### src/rtl/penta_code_lock.sv
// Keypad code lock fed by one-hot debounced button pulses: entry, timed unlock, alarm lockout.
// Optional inactivity abort of partial entries when PENTA_LOCK_TIMEOUT_EN is defined.
module penta_code_lock #(
  parameter int          CODE_LEN       = 4,
  parameter logic [23:0] CODE           = 24'h000819,
  parameter int          MAX_TRIES      = 3,
  parameter int          OPEN_CYCLES    = 50_000_000,
  parameter int          LOCKOUT_CYCLES = 250_000_000,
  parameter int          TIMEOUT_CYCLES = 100_000_000
) (
  input  logic       sysclk,
  input  logic       reset,
  input  logic       X0_deb,
  input  logic       X1_deb,
  input  logic       X2_deb,
  input  logic       X3_deb,
  input  logic       X4_deb,
  output logic       unlocked,
  output logic       alarm,
  output logic       err_pulse,
  output logic [2:0] digit_cnt,
  output logic [2:0] fail_cnt
);

  localparam int MAX_OL  = (OPEN_CYCLES > LOCKOUT_CYCLES) ? OPEN_CYCLES : LOCKOUT_CYCLES;
  localparam int MAX_CYC = (MAX_OL > TIMEOUT_CYCLES) ? MAX_OL : TIMEOUT_CYCLES;
  localparam int TW      = (MAX_CYC > 1) ? $clog2(MAX_CYC) : 1;

  localparam logic [TW-1:0] T_ONE      = TW'(1);
  localparam logic [TW-1:0] OPEN_LAST  = TW'(OPEN_CYCLES - 1);
  localparam logic [TW-1:0] LOCK_LAST  = TW'(LOCKOUT_CYCLES - 1);
`ifdef PENTA_LOCK_TIMEOUT_EN
  localparam logic [TW-1:0] TO_LAST    = TW'(TIMEOUT_CYCLES - 1);
`endif
  localparam logic [2:0]    LAST_DIGIT = 3'(CODE_LEN - 1);
  localparam logic [2:0]    LAST_TRY   = 3'(MAX_TRIES - 1);
  localparam logic [2:0]    TRIES      = 3'(MAX_TRIES);

  typedef enum logic [1:0] {S_ENTRY, S_OPEN, S_LOCKOUT} state_t;

  state_t          state_q, state_d;
  logic [TW-1:0]   timer_q, timer_d;
  logic [2:0]      digit_cnt_q, digit_cnt_d;
  logic [2:0]      fail_cnt_q, fail_cnt_d;
  logic            mismatch_q, mismatch_d;
  logic            unlocked_q, unlocked_d;
  logic            alarm_q, alarm_d;
  logic            err_q, err_d;

  logic [4:0]      btn;
  logic            press;
  logic            multi;
  logic [2:0]      digit;
  logic [2:0]      exp_digit;
  logic            dig_bad;

  always_comb begin
    btn       = {X4_deb, X3_deb, X2_deb, X1_deb, X0_deb};
    press     = |btn;
    // More than one bit set: still one digit, but never a match.
    multi     = (btn & (btn - 5'd1)) != 5'd0;
    digit     = 3'd0;
    case (btn)
      5'b00010: digit = 3'd1;
      5'b00100: digit = 3'd2;
      5'b01000: digit = 3'd3;
      5'b10000: digit = 3'd4;
      default:  digit = 3'd0;
    endcase
    exp_digit = CODE[5'(digit_cnt_q) * 5'd3 +: 3];
    dig_bad   = multi || (digit != exp_digit);
  end

  always_comb begin
    state_d     = state_q;
    timer_d     = timer_q;
    digit_cnt_d = digit_cnt_q;
    fail_cnt_d  = fail_cnt_q;
    mismatch_d  = mismatch_q;
    err_d       = 1'b0;

    case (state_q)
      S_ENTRY: begin
        if (press) begin
          timer_d = '0;
          if (digit_cnt_q == LAST_DIGIT) begin
            digit_cnt_d = 3'd0;
            mismatch_d  = 1'b0;
            if (!(mismatch_q || dig_bad)) begin
              state_d    = S_OPEN;
              fail_cnt_d = 3'd0;
            end else if (fail_cnt_q >= LAST_TRY) begin
              state_d    = S_LOCKOUT;
              fail_cnt_d = TRIES;
              err_d      = 1'b1;
            end else begin
              fail_cnt_d = fail_cnt_q + 3'd1;
              err_d      = 1'b1;
            end
          end else begin
            digit_cnt_d = digit_cnt_q + 3'd1;
            mismatch_d  = mismatch_q | dig_bad;
          end
        end
`ifdef PENTA_LOCK_TIMEOUT_EN
        else if (digit_cnt_q != 3'd0) begin
          if (timer_q == TO_LAST) begin
            timer_d     = '0;
            digit_cnt_d = 3'd0;
            mismatch_d  = 1'b0;
          end else begin
            timer_d = timer_q + T_ONE;
          end
        end
`endif
      end
      S_OPEN: begin
        // A press here only relocks; it is not the first digit of a new attempt.
        if (press || timer_q == OPEN_LAST) begin
          state_d = S_ENTRY;
          timer_d = '0;
        end else begin
          timer_d = timer_q + T_ONE;
        end
      end
      S_LOCKOUT: begin
        if (timer_q == LOCK_LAST) begin
          state_d     = S_ENTRY;
          timer_d     = '0;
          fail_cnt_d  = 3'd0;
          digit_cnt_d = 3'd0;
          mismatch_d  = 1'b0;
        end else begin
          timer_d = timer_q + T_ONE;
        end
      end
      default: begin
        state_d = S_ENTRY;
        timer_d = '0;
      end
    endcase

    unlocked_d = (state_d == S_OPEN);
    alarm_d    = (state_d == S_LOCKOUT);
  end

  always_ff @(posedge sysclk or posedge reset) begin
    if (reset) begin
      state_q     <= S_ENTRY;
      timer_q     <= '0;
      digit_cnt_q <= 3'd0;
      fail_cnt_q  <= 3'd0;
      mismatch_q  <= 1'b0;
      unlocked_q  <= 1'b0;
      alarm_q     <= 1'b0;
      err_q       <= 1'b0;
    end else begin
      state_q     <= state_d;
      timer_q     <= timer_d;
      digit_cnt_q <= digit_cnt_d;
      fail_cnt_q  <= fail_cnt_d;
      mismatch_q  <= mismatch_d;
      unlocked_q  <= unlocked_d;
      alarm_q     <= alarm_d;
      err_q       <= err_d;
    end
  end

  assign unlocked  = unlocked_q;
  assign alarm     = alarm_q;
  assign err_pulse = err_q;
  assign digit_cnt = digit_cnt_q;
  assign fail_cnt  = fail_cnt_q;

endmodule

### config.mk
export PLATFORM = sky130hd
export DESIGN_NAME = penta_code_lock
export DESIGN_NICKNAME = d
export VERILOG_FILES = /design/src/rtl/penta_code_lock.sv
export SDC_FILE = /design/constraint.sdc
export NUM_CORES = 1
export LEC_CHECK = 0
export CAP_MARGIN = 20
export CORE_MARGIN = 2
export CORE_UTILIZATION = 50
export DETAILED_ROUTE_END_ITERATION = 8
export GPL_TIMING_DRIVEN = 1
export PLACE_DENSITY_LB_ADDON = 0.2
export SYNTH_ARGS = -nofsm -noshare
export SYNTH_HDL_FRONTEND = slang
export SYNTH_SLANG_ARGS = --single-unit
### constraint.sdc
create_clock -name sysclk -period 3 [get_ports sysclk]
set_input_delay 0.9 -clock sysclk [delete_from_list [all_inputs] [get_ports sysclk]]
set_output_delay 0.9 -clock sysclk [all_outputs]
set_load 0.02 [all_outputs]
# After elaboration in Yosys (flattened, before gate mapping)
# Cells that the tools add are included.
# totals
ff_bits	40
in_bits	7
output_inout_bits	9
word_cells	70
# classes
n_addsub	4
n_mul	1
magnitude_cmp	1
n_eq_ne	15
n_shift	1
n_mux	29
bitwise	2
reduce_logical	9
# op_table
cell	count
28-bit two-way mux	3
28-bit case mux with 3 select lines	1
28-bit by 1-bit adder with 28-bit output (second input constant)	1
28-bit by 26-bit equality test with 1-bit output (second input constant)	1
28-bit equality test (second input constant)	1
24-bit by 6-bit variable part select with 3-bit output (first input constant)	1
3-bit two-way mux	7
2-bit two-way mux	6
3-bit case mux with 2 select lines	2
3-bit case mux with 4 select lines	1
1-bit two-way mux	7
3-bit by 1-bit adder with 3-bit output (second input constant)	2
2-bit inequality test (second input constant)	3
2-bit case mux with 3 select lines	1
5-bit AND	1
5-bit by 2-bit equality test with 1-bit output (second input constant)	1
5-bit by 3-bit equality test with 1-bit output (second input constant)	1
5-bit by 4-bit equality test with 1-bit output (second input constant)	1
5-bit equality test (second input constant)	1
3-bit by 2-bit multiplier with 5-bit output (second input constant)	1
5-bit nonzero test	1
5-bit OR reduction	1
5-bit by 1-bit subtractor with 5-bit output (second input constant)	1
2-bit by 1-bit equality test with 1-bit output (second input constant)	2
other kinds (11)	14

# Depth between registers and ports, before layout
# logic_depth
ltp_word	10
depth_mapped	9
mapped_depth_nobuf	8

# Worst setup path after synthesis
# No wires, ideal clock.
# synth_path
path_kind	input to register
start	input port X0_deb
end	register unlocked_q (netlist: unlocked)
arrival_time_ns	2.374
t_required_ns	2.896
path_slack_ns	0.522
stages	6
n_path_buf	0
cell_sequence	or2_2 > a2111oi_0 > o31ai_1 > nor3_1 > o21bai_1 > a221oi_1
# synth_via
elab_chain_cells	10
# synth_rtl
item	line_no	text
start: declaration	13	input logic X0_deb,
5-bit by 1-bit subtractor with 5-bit output (tied with other cells)	61	multi = (btn & (btn - 5'd1)) != 5'd0;
5-bit AND / 3-bit case mux with 4 select lines (equally long branches)	61, 63	
5-bit nonzero test / 3-bit inequality test (equally long branches)	61, 71	
1-bit logical OR	71	dig_bad = multi || (digit != exp_digit);
1-bit logical OR	89	if (!(mismatch_q || dig_bad)) begin
2-bit two-way mux	89	
2-bit two-way mux	86	if (digit_cnt_q == LAST_DIGIT) begin
2-bit two-way mux	84	if (press) begin
2-bit case mux with 3 select lines (*)	82	case (state_q)
2-bit by 1-bit equality test with 1-bit output (*)	143	unlocked_d = (state_d == S_OPEN);
named net unlocked_d	46	logic unlocked_q, unlocked_d;
end signal: assignment	163	unlocked_q <= unlocked_d;
end: declaration	46	
# Mark *: on every way through the listed nets, which the timed path passes. The rest lies on a longest branch.
# A chain may end at the register's enable or synchronous reset.

# Final worst setup path
# layout_path
start	input port X0_deb
end	register alarm_q (netlist: alarm)
# layout_via
elab_chain_cells	10
# layout_rtl
item	line_no	text
5-bit by 1-bit subtractor with 5-bit output (tied with other cells)	61	
5-bit AND / 3-bit case mux with 4 select lines (equally long branches)	61, 63	
5-bit nonzero test / 3-bit inequality test (equally long branches)	61, 71	
1-bit logical OR	71	
1-bit logical OR	89	
2-bit two-way mux	89	
2-bit two-way mux	86	
2-bit two-way mux	84	
2-bit case mux with 3 select lines (*)	82	
named net state_d[1]	41	state_t state_q, state_d;
2-bit equality test (*)	144	alarm_d = (state_d == S_LOCKOUT);
named net alarm_d	47	logic alarm_q, alarm_d;
end signal: assignment	164	alarm_q <= alarm_d;
end: declaration	47	
# Marked as above.

==> results by group <==
Worst setup path
  – CP max stage cell: clkdlybuf4s50_1
  – Buf+Inv Stages, Crit Path: 3
  – Worst EP arrival: approximately 3.0 ns
  – Crit-path cells: clkdlybuf4s50_1 -> buf_4 -> nor3_1 -> o311ai_0 -> a32oi_1 -> nor3_1 -> buf_4 -> o32ai_1 -> and3_1
  – Max FO, Critical Path: 4
  – WP data required: 3.24 ns
  – Reg2reg start: timer_q[8]
  – Kind of start point of the critical path: input port
  – CP Capture Type: flip-flop
  – Max incr delay on CP: between 0.4 and 0.5 ns
  – WS Path Type: in2reg
  – CP Launch Point: X0_deb
  – CP top delay family: compound AO/OA/AOI/OAI gates

Clocking
  – H-Tree Depth: 2
  – CTS Hold Bufs: 0
  – Cts bufs inserted: 5
  – CTS Buffer Depth: 2
  – Worst-Skew Late Latency: about 0.30 ns
  – CTS tree: done
  – Clock sink count: 40
  – Root Buffer: clkbuf_8
  – Clk pin slew, worst setup/hold paths: roughly 0.080 ns

Status
  – Outcome: complete, no violations

STA
  – Worst slew pin tran: approximately 0.57 ns
  – Setup violations, final: 0
  – Final hold slack: 0.5256 ns
  – Slew headroom: around three fifths
  – Setup repair after global routing missed its margin: no
  – Fin. max-slew vios: 0
  – Final hold violations: 0
  – Crit share post-route: about 90%
  – Final min period: between 2 and 3 ns
  – Achievable Freq: approximately 0.36 GHz
  – Clock Skew: between 0.009 and 0.01 ns

Synth
  – Distinct cell type count after synthesis: 60
  – Seq/Total Area, Yosys: approximately two fifths
  – Synth warn: 0
  – Register bit total from synthesis: 40
  – EDFF count, synth: 0
  – Gate Count Post-Synth: ~270
  – Fraction of registers with async set or reset after synthesis: between 90% and 100%
  – Synth Flop Type: dfrtp_1
  – Mapped Nets: about 290
  – Mapped Area: between 2000 and 2500 sq um
  – Syn Area/Cell: around 9.2 sq um

Floorplanning
  – IO Pins: 16
  – Die height: 74.37 microns
  – Die width: 74.37 microns
  – Die area: ~5500 sq um
  – Core Box Area: approximately 4800 sq um
  – Row Count: 25
  – Initial core utilization: 52.08%

Layout
  – Filler cells: roughly 430
  – Layout Cells excl Fill: 369
  – Ratio of cells with drive above 1 in the final layout: around 15%
  – Area Overhead vs Synth: 16.68%
  – Fin nets: 317
  – Sequential standard cell area: roughly 1000 sq um
  – Multi-input logic area: approximately 1400 sq um
  – ANT cells: 0
  – Layout Utilization: between 60% and 70%

Power
  – Pwr/cell area: slightly below 700 nW/um^2
  – Max VDD drop: between 0.2 and 0.3 mV
  – Leakage power: between 0.001 and 0.0015 uW

Route
  – Vias/cell: 5.612
  – Pre-antenna DRT Iters: 4
  – Routed via count: 2,071
  – Routed wire length: about 5300 microns
  – Remaining antenna violation count: 0
  – DR DRC count: 0
  – Initial DRC Count: just under 100
  – Post-DR wirelength/cell: approximately 14 microns

Hold path
  – Worst Hold Class: reg2reg
  – Min-Delay Startpoint: timer_q[1]

Placement
  – Hpwl dp: roughly 4000 microns
  – RePlAce Congestion: 0.8907
  – Post-Place Cells: 361
  – Buffers on Ports: 15

Global route
  – Initial antenna violation count: 0
  – Largest net degree at the start of global routing: 41
  – Vias in the first global route: a little over 2,000
  – Remaining global-route overflow: 0
  – First-pass GRT wire length: a little over 9000 microns
  – Total GRT Usage: between 20 and 25%

Run
  – MaxCap Viol Count: 0
[kinds of logic after synthesis]
group	after synthesis	share of synthesized area [%]
AOI/OAI and AO/OA	56	16.47
xor gates and xnor gates	16	5.659
adders and majority gates	9	4.548
buffers and inverters	20	4.194
DFF	40	40.42
muxes	2	0.8085
and+or+nand+nor	126	27.89
[layout make-up]
type,count,area share (%)
timing repair buffer,34,10.13
inverter,11,1.429
sequential,40,34.65
tap,67,2.902
multi-input combinational,209,47.64
clock inverter,1,0.2599
clock buffer,7,2.988
[cells in the mapped netlist (4+ instances only)]
cell type	count	area share [%]
a21oi_1	7	1.4
a22o_1	10	3.5
and3_1	7	1.8
dfrtp_1	40	40
ha_1	9	4.5
inv_1	11	1.7
nand2_1	20	3.0
nand3_1	16	3.2
nand4_1	4	1.0
nor2_1	33	5.0
nor2b_1	4	1.0
nor3_1	11	2.2
nor4_1	4	1.0
o21ai_0	13	2.6
xnor2_1	6	2.1
xor2_1	10	3.5
[tightest hold or removal path, delay by kind of cell, from the launching register on]
kind / cells / cell delay [ns]
flip-flops: 1 / 0.37
AND/OR/NAND/NOR: 1 / 0.05
AO/OA/AOI/OAI: 1 / 0.07
[sequential cells by signal, summed over array words and instances, names as in the netlist]
register,cells
mismatch_q,1
state_q,2
err_pulse,1
timer_q,28
unlocked,1
fail_cnt,3
alarm,1
digit_cnt,3
[cells in the final DEF (no fill, tap or decap), types with 2 or more instances in the layout]
cell,count
a21o_1,2
a21oi_1,7
a22o_1,10
a31oi_1,2
and2_1,3
and3_1,7
and4_1,3
and4_2,2
buf_4,19
clkbuf_8,6
clkdlybuf4s50_1,15
dfrtp_1,40
ha_1,9
inv_1,11
mux2i_1,2
nand2_1,20
nand2b_1,3
nand3_1,16
nand4_1,4
nor2_1,33
nor2b_1,4
nor3_1,10
nor4_1,4
o21ai_0,13
o21ai_2,3
o22ai_1,2
o311ai_0,2
o31ai_1,2
or2_2,2
xnor2_1,6
xor2_1,10
[metrics by stage]
step / power [uW] / cell area [sq um] / setup WS (ns) / TNS [ns]
floorplan: 1310 / 2476 / 0.5223 / 0
global placement: 1579 / 2790 / 0.004164 / 0
detailed placement: 1595 / 2790 / -0.06554 / -0.1165
CTS: 1968 / 2884 / 0.2454 / 0
global route: 2108 / 2889 / 0.08506 / 0
finish: 1954 / 2889 / 0.2505 / 0
[per-layer routing]
layer	GRT usage, %	wire length (microns)	share of wire, %
met1	27.11	2370	45
met2	37.95	2678	51
met3	3.794	146	2.8
met4	5.556	58	1.1
met5	0	0	0
[timing repair]
item / CTS / global route
resized for setup: 0 / 1
setup buffers: 0 / 0
setup endpoints to repair: 0 / 1
[path summary, 6_finish.rpt]
check	end	slack, ns	cells past startpoint
min in group asynchronous	fail_cnt[2]	1.02	3
min reg2reg	timer_q[1]	0.53	2
max reg2reg	timer_q[25]	0.45	7
max	alarm	0.25	9
max in group asynchronous	timer_q[3]	1.62	3
min	timer_q[1]	0.53	2
[where the power goes]
group / switching (uW) / internal, uW
registers: 78.5 / 620
clock network: 188 / 187
logic: 487 / 393
total: 754 / 1200
(Power assumes the default switching activity.)
